### src/rtl/time_set_controller.sv
// Button-driven hour/minute setter for the FND clock: debounce, edit FSM, load strobe, blink mask.
// Optional AUTO_REPEAT_EN adds hold-to-repeat stepping on the up/down buttons.
module time_set_controller #(
  parameter int DEBOUNCE_CYCLES = 20,
  parameter int BLINK_HALF      = 250,
  parameter int TIMEOUT         = 10000
) (
  input  logic       i_clk,
  input  logic       i_reset,
  input  logic       i_btn_mode,
  input  logic       i_btn_up,
  input  logic       i_btn_down,
  input  logic [5:0] i_hour,
  input  logic [5:0] i_min,
  output logic [5:0] o_set_hour,
  output logic [5:0] o_set_min,
  output logic       o_load,
  output logic       o_setting,
  output logic [3:0] o_blank
);

  localparam int DB_W = $clog2(DEBOUNCE_CYCLES + 1);
  localparam int BL_W = $clog2(BLINK_HALF + 1);
  localparam int TO_W = $clog2(TIMEOUT + 1);

  typedef enum logic [1:0] {IDLE, SET_HOUR, SET_MIN, COMMIT} state_t;

  // Bit order for all per-button vectors: [2]=mode, [1]=up, [0]=down
  logic [2:0]      raw;
  logic [2:0]      sync1;
  logic [2:0]      sync2;
  logic [2:0]      level;
  logic [2:0]      level_q;
  logic [2:0]      press;
  logic [DB_W-1:0] db_cnt [3];

  state_t          state;
  logic            setting;
  logic            load;
  logic [5:0]      edit_hour;
  logic [5:0]      edit_min;
  logic [TO_W-1:0] to_cnt;
  logic [BL_W-1:0] blink_cnt;
  logic            phase;

  logic            mode_press;
  logic            step_up;
  logic            step_dn;
  logic            any_press;

  function automatic logic [5:0] step_wrap(input logic [5:0] v, input logic [5:0] top,
                                           input logic up);
    if (up) return (v >= top) ? 6'd0 : v + 6'd1;
    else    return (v == 6'd0) ? top : v - 6'd1;
  endfunction

  assign raw = {i_btn_mode, i_btn_up, i_btn_down};

  // Synchronize, then accept a new level only after DEBOUNCE_CYCLES identical differing samples
  always_ff @(posedge i_clk or negedge i_reset) begin
    if (!i_reset) begin
      sync1   <= '0;
      sync2   <= '0;
      level   <= '0;
      level_q <= '0;
      press   <= '0;
      for (int i = 0; i < 3; i++) db_cnt[i] <= '0;
    end else begin
      sync1   <= raw;
      sync2   <= sync1;
      level_q <= level;
      press   <= level & ~level_q;
      for (int i = 0; i < 3; i++) begin
        if (sync2[i] == level[i]) begin
          db_cnt[i] <= '0;
        end else if (db_cnt[i] == DB_W'(DEBOUNCE_CYCLES - 1)) begin
          level[i]  <= sync2[i];
          db_cnt[i] <= '0;
        end else begin
          db_cnt[i] <= db_cnt[i] + 1'b1;
        end
      end
    end
  end

`ifdef AUTO_REPEAT_EN
  localparam int REPEAT_DELAY  = 500;
  localparam int REPEAT_PERIOD = 100;
  localparam int RP_W          = $clog2(REPEAT_DELAY + 1);

  logic [1:0]      armed;
  logic [1:0]      rep;
  logic [RP_W-1:0] rep_cnt [2];

  // A repeat is armed only by a press taken in a set state; the counter starts at 1 so the
  // first repeat lands exactly REPEAT_DELAY cycles after the press pulse.
  always_ff @(posedge i_clk or negedge i_reset) begin
    if (!i_reset) begin
      armed <= '0;
      rep   <= '0;
      for (int i = 0; i < 2; i++) rep_cnt[i] <= '0;
    end else begin
      for (int i = 0; i < 2; i++) begin
        rep[i] <= 1'b0;
        if (press[i] && setting) begin
          armed[i]   <= 1'b1;
          rep_cnt[i] <= RP_W'(1);
        end else if (armed[i] && level[i] && setting) begin
          if (rep_cnt[i] == RP_W'(REPEAT_DELAY - 1)) begin
            rep[i]     <= 1'b1;
            rep_cnt[i] <= RP_W'(REPEAT_DELAY - REPEAT_PERIOD);
          end else begin
            rep_cnt[i] <= rep_cnt[i] + 1'b1;
          end
        end else begin
          armed[i]   <= 1'b0;
          rep_cnt[i] <= '0;
        end
      end
    end
  end

  assign step_up = press[1] | rep[1];
  assign step_dn = press[0] | rep[0];
`else
  assign step_up = press[1];
  assign step_dn = press[0];
`endif

  assign mode_press = press[2];
  assign any_press  = mode_press | step_up | step_dn;

  always_ff @(posedge i_clk or negedge i_reset) begin
    if (!i_reset) begin
      state     <= IDLE;
      setting   <= 1'b0;
      load      <= 1'b0;
      edit_hour <= '0;
      edit_min  <= '0;
      to_cnt    <= '0;
      blink_cnt <= '0;
      phase     <= 1'b0;
    end else begin
      load <= 1'b0;
      case (state)
        IDLE: begin
          to_cnt    <= '0;
          blink_cnt <= '0;
          phase     <= 1'b0;
          if (mode_press) begin
            state     <= SET_HOUR;
            setting   <= 1'b1;
            edit_hour <= i_hour;
            edit_min  <= i_min;
          end
        end
        SET_HOUR, SET_MIN: begin
          if (mode_press) begin
            to_cnt    <= '0;
            blink_cnt <= '0;
            phase     <= 1'b0;
            if (state == SET_HOUR) begin
              state <= SET_MIN;
            end else begin
              state   <= COMMIT;
              setting <= 1'b0;
              load    <= 1'b1;
            end
          end else if (!any_press && to_cnt == TO_W'(TIMEOUT - 1)) begin
            state     <= IDLE;
            setting   <= 1'b0;
            to_cnt    <= '0;
            blink_cnt <= '0;
            phase     <= 1'b0;
          end else begin
            to_cnt <= any_press ? '0 : to_cnt + 1'b1;
            // Up and down together cancel: no step, blink keeps running
            if (step_up ^ step_dn) begin
              blink_cnt <= '0;
              phase     <= 1'b0;
              if (state == SET_HOUR) edit_hour <= step_wrap(edit_hour, 6'd23, step_up);
              else                   edit_min  <= step_wrap(edit_min, 6'd59, step_up);
            end else if (blink_cnt == BL_W'(BLINK_HALF - 1)) begin
              blink_cnt <= '0;
              phase     <= ~phase;
            end else begin
              blink_cnt <= blink_cnt + 1'b1;
            end
          end
        end
        default: state <= IDLE;
      endcase
    end
  end

  assign o_set_hour = edit_hour;
  assign o_set_min  = edit_min;
  assign o_load     = load;
  assign o_setting  = setting;
  assign o_blank    = (state == SET_HOUR) ? {phase, phase, 2'b00} :
                      (state == SET_MIN)  ? {2'b00, phase, phase} : 4'b0000;

endmodule

### config.mk
export PLATFORM = sky130hd
export DESIGN_NAME = time_set_controller
export DESIGN_NICKNAME = d
export VERILOG_FILES = /design/src/rtl/time_set_controller.sv
export SDC_FILE = /design/constraint.sdc
export NUM_CORES = 1
export LEC_CHECK = 0
export ABC_AREA = 1
export CORE_MARGIN = 2
export CORE_UTILIZATION = 52
export DETAILED_ROUTE_END_ITERATION = 8
export GPL_TIMING_DRIVEN = 0
export PLACE_DENSITY = 0.76
export SETUP_SLACK_MARGIN = 0.3
export SLEW_MARGIN = 20
export SYNTH_ARGS = -nofsm -noshare
export SYNTH_HDL_FRONTEND = slang
export SYNTH_SLANG_ARGS = --single-unit
### constraint.sdc
create_clock -name i_clk -period 1.3 [get_ports i_clk]
set_input_delay 0.195 -clock i_clk [delete_from_list [all_inputs] [get_ports i_clk]]
set_output_delay 0.195 -clock i_clk [all_outputs]
set_load 0.005 [all_outputs]
## Word level (Yosys, flattened, before mapping)

Cells that the tools add are included.
Widths: inputs -> output; s select.

- Input bits: 17
- Bits in read-only memories: 0
- Logic and storage cells: 125
- Latch bits: 0
- Output and inout port bits: 18
- Bits in writable memories: 0
- Bits in registers: 69
- Memories kept: 0

- $lt $le $gt $ge: 2
- Bitwise logic cells: 9
- Reductions and logical operators: 15
- Mux-type cells: 53
- Shift operators: 0
- Equal/unequal tests: 19
- Multiply operators: 0
- Div/mod/pow operators: 0
- Add/subtract/negate cells: 9

Operator list:

| operator | number |
|---|---|
| $mux 6 | 16 |
| $mux 14 | 3 |
| $mux 8 | 4 |
| $mux 5 | 6 |
| $pmux 14 s2 | 1 |
| $pmux 6 s2 | 2 |
| $pmux 8 s2 | 1 |
| $add 5x1->5 const B | 3 |
| $eq 5x5->1 const B | 3 |
| $add 14x1->14 const B | 1 |
| $eq 14x14->1 const B | 1 |
| $add 6x1->6 const B | 2 |
| $logic_not 6->1 | 2 |
| $mux 1 | 12 |
| $ne 2x2->1 const B | 6 |
| $reduce_and 6->1 | 2 |
| $sub 6x1->6 const B | 2 |
| $reduce_and 2->1 | 5 |
| $add 8x1->8 const B | 1 |
| $eq 8x8->1 const B | 1 |
| $mux 2 | 4 |
| $ge 6x5->1 const B | 1 |
| $ge 6x6->1 const B | 1 |
| $ne 3x3->1 const B | 2 |
| other kinds (18) | 25 |

## Logic depth before layout (Yosys ltp)

Gate-level depths: netlist of run 1.

- Depth after elaboration: 8
- Depth in mapped cells: 11
- Mapped depth without buffers: 11

## Least setup slack after synthesis of run 1

Ideal clock, no wire load.

- Kind: flip-flop to flip-flop
- From: reg state[0]
- To: reg edit_hour[1] (netlist: o_set_hour[1])
- Path buffers: 1
- Clock period less this slack: 1487 ps
- Required time: 1173 ps
- Library setup time: 127 ps
- Cell stages (with the launch flop): 8
- Path slack: -187 ps
- Arrival time: 1360 ps
- Cells stage by stage: dfrtp_1 inv_1 ha_1 inv_1 buf_2 nor2_1 a22oi_1 o21ai_0

- Longest elaborated chain between the ends: 4
- Elaborated cells on any way between the ends: 12
- Classes of those cells: 7 x eq/ne; 1 x mux; 4 x reduce/logical

Ends and longest elaborated chain:

| what | RTL line | RTL |
|---|---|---|
| from (decl) | 37 | `state_t state;` |
| from (signal assigned) | 135 | `state <= IDLE;` |
| from (signal assigned) | 151 | `state <= SET_HOUR;` |
| from (signal assigned) | 163 | `state <= SET_MIN;` |
| $eq 2x1->1 / $eq 2x2->1 (equally long branches) | 145, 181 |  |
| $reduce_or 2->1 | 145 | `case (state)` |
| $ne 2x2->1 (no source line) / $reduce_bool 2->1 (equally long branches) | n/a |  |
| $reduce_and 6->1 (no source line) | n/a |  |
| to (signal assigned) | 153 | `edit_hour <= i_hour;` |
| to (signal assigned) | 181 | `if (state == SET_HOUR) edit_hour <= step_wrap(edit_hour, 6'd23, step_up);` |
| to (decl) | 40 | `logic [5:0] edit_hour;` |

Several ways; a longest one is shown, not always the timed one.
A chain may end at the register's enable or synchronous reset.

## Worst setup path in the final report of run 1

- From: reg state[1]
- To: out o_blank[1]

- Longest elaborated chain between the ends: 3
- Elaborated cells on any way between the ends: 4
- Classes of those cells: 2 x eq/ne; 2 x mux

Ends and longest elaborated chain:

| what | RTL line | RTL |
|---|---|---|
| $eq 2x2->1 | 201 | `(state == SET_MIN) ? {2'b00, phase, phase} : 4'b0000;` |
| $mux 2 | 201 |  |
| $mux 4 (*) | 200 | `assign o_blank = (state == SET_HOUR) ? {phase, phase, 2'b00} :` |
| to (decl) | 19 | `output logic [3:0] o_blank` |

Every way passes the cells marked *; elsewhere a longest branch is shown, timed or not.

==> insert_results.sql, run 1 <==
INSERT INTO impl_metrics (metric_group, metric, value, unit) VALUES
('status', 'status', 'complete, but fails checks', ''),
('layout', 'fillCellCount', '467', ''),
('clock_network', 'cts_sinks', '69', ''),
('timing', 'final.setup_skew', '10.9', 'ps'),
('timing', 'share_of_the_clock_period_used_by_the_worst_path_after_layout', '1.34', ''),
('setup_path', 'setup.worst_path.class', 'reg2out', ''),
('setup_path', 'worst_setup_path_end_kind', 'output port', ''),
('worst_hold_path', 'timing.hold.worst.class', 'in2reg', ''),
('worst_hold_path', 'worst_hold_startpoint', 'i_btn_up', ''),
('timing', 'worst-slew-pin-transition', '334', 'ps'),
('synth', 'post_synth_fa_ha_maj_area_fraction', '0.0540', ''),
('power_and_ir_drop', 'power', '9.92', 'mW'),
('synth', 'synth_warn', '0', ''),
('routing', 'routed_via_density', '5.40', ''),
('timing', 'fin_tns_setup', '-14880', 'ps'),
('setup_path', 'worst_r2r_startpoint', 'state[1]', ''),
('routing', 'wire_per_inst', '16.6', 'um'),
('synth', 'synthSimpleGateAreaFrac', '0.302', ''),
('clock_network', 'clock_tree.htree_level_count', '3', ''),
('synth', 'synth_enable_flop_cells', '0', ''),
('setup_path', 'r2r_end', 'o_set_min[1]', ''),
('place', 'dp.cells', '612', ''),
('status', 'failed_checks', 'negative setup slack', ''),
('global_route', 'number_of_antenna_violations_at_the_first_check_in_global_routing', '0', ''),
('place', 'gp_congestion', '0.910', ''),
('power_and_ir_drop', 'power.share.sequential', '0.293', ''),
('timing', 'max_fclk', '574', 'MHz'),
('synth', 'synth.mux.area_fraction', '0.00254', ''),
('layout', 'final_cell_mix', 'nand2_1 (96), dfrtp_1 (52), nor2_1 (44)', ''),
('floorplanning', 'boundaryPins', '35', ''),
('setup_path', 'r2r_cells', '12', ''),
('floorplanning', 'placement_rows', '31', ''),
('layout', 'final_net_count', '617', ''),
('setup_path', 'worstSetupStartpointType', 'flip-flop', ''),
('timing', 'finalHoldViolCount', '0', ''),
('routing', 'postRouteAntennaNets', '0', ''),
('global_route', 'grt_max_degree', '36', ''),
('routing', 'detail_route.wirelength', '11400', 'um'),
('timing', 'final-setup-viol-count', '42', ''),
('floorplanning', 'die-area', '8280', 'um2'),
('timing', 'slew-limit-headroom', '0.777', ''),
('place', 'detailed_place_hpwl', '6050', 'um'),
('timing', 'slew_viol_final', '0', ''),
('synth', 'number_of_unique_standard_cell_types_used_by_synthesis', '40', ''),
('synth', 'xor_xnor_share_of_the_synthesized_area', '0.0690', ''),
('power_and_ir_drop', 'share_clk_of_total_power', '0.221', ''),
('setup_path', 'critical_path_arrival', '1550', 'ps'),
('setup_path', 'timing.critical_path.required', '1110', 'ps'),
('clock_network', 'clock_tree_root', 'clkbuf_8', ''),
('power_and_ir_drop', 'reported_net_switching_power', '3.81', 'mW'),
('setup_path', 'crit_chain', 'buf_6 > buf_6 > ha_2 > inv_2 > nor3_4 > buf_4 > buf_2', ''),
('timing', 'rsz0062_at_grt', 'true', ''),
('synth', 'synth.net_count', '512', ''),
('timing', 'worst_hold_slack', '273', 'ps'),
('power_and_ir_drop', 'p_int', '6.10', 'mW'),
('global_route', 'grt_overflow', '0', ''),
('synth', 'async_reset_ff_frac', '1.00', ''),
('clock_network', 'path_clk_slew', '80', 'ps'),
('power_and_ir_drop', 'power.static_leakage', '2.62', 'nW'),
('global_route', 'global_route.usage.total', '0.269', ''),
('clock_network', 'cts.path.max_buffers', '2', ''),
('setup_path', 'worst-path-max-fanout', '2', ''),
('timing', 'setup_slack', '-443', 'ps'),
('setup_path', 'critical-path-top-delay-family', 'buffers and inverters', ''),
('floorplanning', 'floorplan.die.width', '91.0', 'um'),
('synth', 'synth.cell_area', '3940', 'um2'),
('timing', 'min_period', '1740', 'ps'),
('place', 'port-buffer-count', '34', ''),
('clock_network', 'tritoncts', 'yes', ''),
('worst_hold_path', 'hold-path-endpoint', 'sync1[1]', ''),
('setup_path', 'crit_path_frequent_cell', 'buf_6', '');
per-layer routing:
metal,global-route usage,part of all wire,vias up
li1,-,-,1754
met1,0.319,0.40,1824
met2,0.475,0.53,103
met3,0.0498,0.041,32
met4,0.119,0.027,0
met5,0,0,-
worst max-delay path by stage:
stage	slack, ps	to	start	cells after the start
floorplan	-80	o_set_hour[0]	state[1]	9
global placement	-2270	to_cnt[11]	i_reset	1
detailed placement	-580	o_blank[1]	state[0]	6
CTS	-380	o_blank[1]	state[1]	7
global route	-500	blink_cnt[0]	state[1]	9
finish	-440	o_blank[1]	state[1]	7
synthesized netlist by cell type, types with 5 or more instances:
cell type	number	area share
o21ai_0	13	0.017
inv_2	6	0.0057
nor2_1	65	0.062
nor2_2	5	0.0079
inv_1	40	0.038
nand3_1	42	0.053
buf_2	6	0.0076
nand2_1	104	0.099
xnor2_1	10	0.022
dfrtp_1	69	0.44
xor2_1	21	0.047
ha_1	17	0.054
nand4_1	12	0.019
a21oi_1	25	0.032
state kept, by name, indices dropped and copies added, names as in the netlist:
name	cells
o_set_min	6
sync2	3
press	3
db_cnt	15
sync1	3
state	2
level	3
level_q	3
blink_cnt	8
o_setting	1
phase	1
o_set_hour	6
o_load	1
to_cnt	14
power by group through the flow:
stage | clock network [mW] | logic [mW] | registers [mW]
final | 2.19 | 4.83 | 2.90
after global routing | 2.28 | 5.24 | 2.95
after CTS | 2.17 | 4.39 | 2.86
after detailed placement | 0 | 3.42 | 2.96
after global placement | 0 | 3.29 | 2.93
after floorplan | 0 | 2.40 | 2.85
logic make-up (layout without fill, tap and decap cells):
kind of cell	Yosys count	after routing
and+or+nand+nor	250	251
DFF	69	69
buffers and inverters	59	168
AOI/OAI and AO/OA	51	51
xor gates and xnor gates	31	31
adders and majority gates	17	17
muxes	1	1
per-stage QoR:
stage / instance area (um2) / worst slack, ps
finish: 5830 / -443
global route: 5830 / -502
CTS: 5500 / -382
detailed placement: 4560 / -577
global placement: 4550 / -2270
floorplan: 4080 / -78.8
repair_timing:
item	CTS	global route
hold endpoints to repair	34	0
buffers inserted	42	14
setup endpoints to repair	63	96
gates resized for setup	163	54
pin swaps	24	31
hold buffers	1	0
gates cloned	2	0
final cells by class:
type	count	area, um2	share of cell area
Buffer	10	128	0.0219
Clock inverter	6	109	0.0187
Multi-Input combinational cell	351	2540	0.435
Timing Repair Buffer	92	837	0.144
Sequential cell	69	1750	0.300
Tap cell	99	124	0.0212
Timing Repair inverter	1	8.76	0.00150
Clock buffer	10	138	0.0236
Inverter	49	201	0.0345
Power figures use the tool's default switching activity.
==> run 2: changes to the inputs <==
--- a/config.mk
+++ b/config.mk
@@ -7,10 +7,10 @@
 export LEC_CHECK = 0
 export ABC_AREA = 1
 export CORE_MARGIN = 2
-export CORE_UTILIZATION = 52
+export CORE_UTILIZATION = 55
 export DETAILED_ROUTE_END_ITERATION = 8
 export GPL_TIMING_DRIVEN = 0
-export PLACE_DENSITY = 0.76
+export PLACE_DENSITY = 0.77
 export SETUP_SLACK_MARGIN = 0.3
 export SLEW_MARGIN = 20
 export SYNTH_ARGS = -nofsm -noshare
==> constraint.sdc (replaced) <==
create_clock -name i_clk -period 2.1 [get_ports i_clk]
set_input_delay 0.315 -clock i_clk [delete_from_list [all_inputs] [get_ports i_clk]]
set_output_delay 0.315 -clock i_clk [all_outputs]
set_load 0.005 [all_outputs]
==> run 2 against run 1 <==
Net effect: the flow now finishes without violations; non-clock buffer count is 42 lower; highest routed layer unchanged; clock power is 39% lower; clock-buffer cell count is 1 higher; largest cell class unchanged; largest power group unchanged.
==> insert_results.sql, run 2 (synthesis gave the netlist of run 1 again) <==
INSERT INTO impl_metrics (metric_group, metric, value, unit) VALUES
('status', 'status', 'finished, final reports clean', ''),
('setup_path', 'startpoint', 'state[0]', ''),
('power_and_ir_drop', 'reported_net_switching_power', '2.00', 'mW'),
('global_route', 'grt_pass1_vias', '3099', ''),
('setup_path', 'timing.critical_path.slowest_cell_delay', '440', 'ps'),
('routing', 'detail_route.wirelength', '8260', 'um'),
('timing', 'final.setup_skew', '13.3', 'ps'),
('routing', 'detail_route.iter0.violations', '217', ''),
('floorplanning', 'design.core.area', '6870', 'um2'),
('power_and_ir_drop', 'power', '5.35', 'mW'),
('setup_path', 'worst_r2r_startpoint', 'state[0]', ''),
('clock_network', 'cts.path.max_buffers', '2', ''),
('setup_path', 'crit_chain', 'ha_4 > buf_6 > nor3_4 > buf_4 > buf_6', ''),
('setup_path', 'setup.worst_path.class', 'reg2out', ''),
('routing', 'postRouteAntennaNets', '0', ''),
('setup_path', 'critical_path_arrival', '1500', 'ps'),
('timing', 'share_of_the_clock_period_used_by_the_worst_path_after_layout', '0.863', ''),
('place', 'gp_congestion', '0.921', ''),
('timing', 'slew_viol_final', '0', ''),
('floorplanning', 'floorplan.die.width', '88.6', 'um'),
('power_and_ir_drop', 'pwr_density_cell', '1100', 'nW/um2'),
('place', 'port-buffer-count', '34', ''),
('clock_network', 'number_of_buffers_created_by_cts', '9', ''),
('timing', 'final-setup-viol-count', '0', ''),
('global_route', 'grt_first_pass_wirelength', '13600', 'um'),
('power_and_ir_drop', 'share_clk_of_total_power', '0.249', ''),
('clock_network', 'clock_tree_root', 'clkbuf_8', ''),
('layout', 'syn_to_final_growth', '23.4', '%'),
('timing', 'fin_tns_setup', '0', 'ps'),
('place', 'placedInstanceArea', '4420', 'um2'),
('timing', 'max_fclk', '552', 'MHz'),
('global_route', 'grt_max_degree', '44', ''),
('clock_network', 'tritoncts', 'yes', ''),
('global_route', 'grt_overflow', '0', ''),
('power_and_ir_drop', 'max-vdd-ir-drop', '0.657', 'mV'),
('power_and_ir_drop', 'p_int', '3.36', 'mW'),
('timing', 'worst-slew-pin-transition', '351', 'ps'),
('routing', 'drc', '0', ''),
('layout', 'final_common_cell', 'nand2_1', ''),
('routing', 'wire_per_inst', '12.9', 'um'),
('floorplanning', 'start_util', '0.573', ''),
('floorplanning', 'die-area', '7850', 'um2'),
('layout', 'largest_register_ffs', '15', ''),
('layout', 'fraction_of_layout_cells_with_a_size_suffix_above_1', '0.164', ''),
('setup_path', 'r2r_slack', '360', 'ps'),
('setup_path', 'crit_path_frequent_cell', 'buf_6', ''),
('floorplanning', 'vertical_die_dimension', '88.6', 'um'),
('layout', 'final_cell_mix', 'nand2_1 (102), dfrtp_1 (69), nor2_1 (64)', ''),
('routing', 'first_pass_iters', '4', ''),
('clock_network', 'cts_sinks', '69', ''),
('power_and_ir_drop', 'power.share.sequential', '0.338', ''),
('setup_path', 'timing.critical_path.required', '1780', 'ps'),
('routing', 'detailroute.via_count', '3353', ''),
('clock_network', 'clock_tree.htree_level_count', '3', ''),
('clock_network', 'clk_latency', '340', 'ps'),
('floorplanning', 'placement_rows', '30', ''),
('layout', 'fin_area', '4860', 'um2'),
('layout', 'fillCellCount', '517', ''),
('timing', 'finalHoldViolCount', '0', ''),
('place', 'pre_cts_slack', '101', 'ps'),
('layout', 'final_net_count', '573', ''),
('setup_path', 'setup.worst_path.end', 'o_blank[1]', ''),
('timing', 'rsz0062_at_grt', 'true', ''),
('floorplanning', 'boundaryPins', '35', ''),
('timing', 'min_period', '1810', 'ps'),
('power_and_ir_drop', 'sw_frac_of_total', '0.373', ''),
('timing', 'slew-limit-headroom', '0.766', ''),
('setup_path', 'critical_path.slowest_cell', 'dfrtp_1', ''),
('global_route', 'global_route.usage.total', '0.226', ''),
('flow_run', 'maxCapViolCount', '0', ''),
('clock_network', 'path_clk_slew', '70', 'ps'),
('worst_hold_path', 'timing.hold.worst.class', 'reg2reg', ''),
('setup_path', 'worstSetupStartpointType', 'flip-flop', ''),
('setup_path', 'worst-path-max-fanout', '3', ''),
('power_and_ir_drop', 'power_frac_comb', '0.413', ''),
('place', 'detailed_place_hpwl', '5690', 'um'),
('routing', 'routed_via_density', '5.24', ''),
('setup_path', 'r2r_cells', '8', ''),
('global_route', 'number_of_antenna_violations_at_the_first_check_in_global_routing', '0', ''),
('layout', 'top_regs', 'db_cnt: 15 flops, to_cnt: 14 flops, blink_cnt: 8 flops', ''),
('timing', 'setup_slack', '287', 'ps'),
('layout', 'max_flop_register', 'db_cnt', ''),
('power_and_ir_drop', 'power.static_leakage', '2.30', 'nW'),
('setup_path', 'r2r_end', 'o_set_min[2]', ''),
('layout', 'antennaDiodeCount', '0', ''),
('setup_path', 'worst_setup_path_end_kind', 'output port', '');
-- run 2: changes by cell type in the layout (fill, tap and decap cells not counted), sizes merged --
cell	before	now
clkdlybuf4s15	2	1
inv	49	50
clkinv	4	0
clkinvlp	0	1
clkdlybuf4s50	15	29
nand4	15	14
buf	84	26
clkbuf	10	13
dlygate4sd2	0	1
-- run 2: how the worst min path moves through the flow --
stage	from	endpoint	slack, ps	cells after the start
after floorplan	i_reset	blink_cnt[0]	20	0
after global placement	sync1[2]	sync2[2]	340	0
after detailed placement	i_reset	o_set_hour[0]	250	1
after CTS	sync1[2]	sync2[2]	360	0
after global routing	sync1[2]	sync2[2]	360	0
final	sync1[1]	sync2[1]	360	0
-- run 2: power by group through the flow --
stage / combinational, mW / sequential (mW) / clock (mW)
after global routing: 2.48 / 1.84 / 1.41
after floorplan: 1.37 / 1.76 / 0
after detailed placement: 1.97 / 1.83 / 0
after CTS: 2.06 / 1.80 / 1.36
after global placement: 1.92 / 1.82 / 0
final: 2.21 / 1.81 / 1.33
-- run 2: repair_timing --
action,in CTS,in global routing
hold endpoints to repair,26,0
resized for setup,17,24
endpoints found under the setup margin,16,29
hold buffers,1,0
pin swaps,2,6
setup buffers,6,8
-- run 2: cell type report --
cell class / count / area (um2) / share of cell area
sequential: 69 / 1730 / 0.355
clock buffer: 11 / 141 / 0.0291
timing repair buffer: 50 / 472 / 0.0971
buffer: 10 / 78.8 / 0.0162
tap: 96 / 120 / 0.0247
multi-input combinational: 350 / 2020 / 0.416
clock inverter: 5 / 106 / 0.0219
inverter: 49 / 191 / 0.0394
-- run 2: per-layer routing --
layer	up-vias	track usage	routed length (um)
li1	1654	-	-
met1	1589	0.289	3720
met2	94	0.382	3970
met3	16	0.0429	400
met4	0	0.0826	166
met5	-	0	0
-- run 2: critical path, delay by kind of cell (launching register included) --
family	cells	cell delay (ps)
adders and majority gates	1	190
buffers and inverters	3	340
and+or+nand+nor	1	200
DFF	1	440
-- run 2: per-stage QoR --
stage,std cells,util,hold slack (ps)
2_1_floorplan,478,-,19.4
3_3_place_gp,608,0.640,335
3_5_place_dp,609,0.643,249
4_1_cts,632,0.692,359
5_1_grt,640,0.707,362
6_report,640,0.707,356
==> run 3: changes to the inputs <==
--- a/config.mk
+++ b/config.mk
@@ -8,6 +8,7 @@
 export ABC_AREA = 1
 export CORE_MARGIN = 2
 export CORE_UTILIZATION = 55
+export CTS_CLUSTER_DIAMETER = 80
 export DETAILED_ROUTE_END_ITERATION = 8
 export GPL_TIMING_DRIVEN = 0
 export PLACE_DENSITY = 0.77
==> results of run 3 <==
Final layout, timing and power as in run 2 (identical DEF).
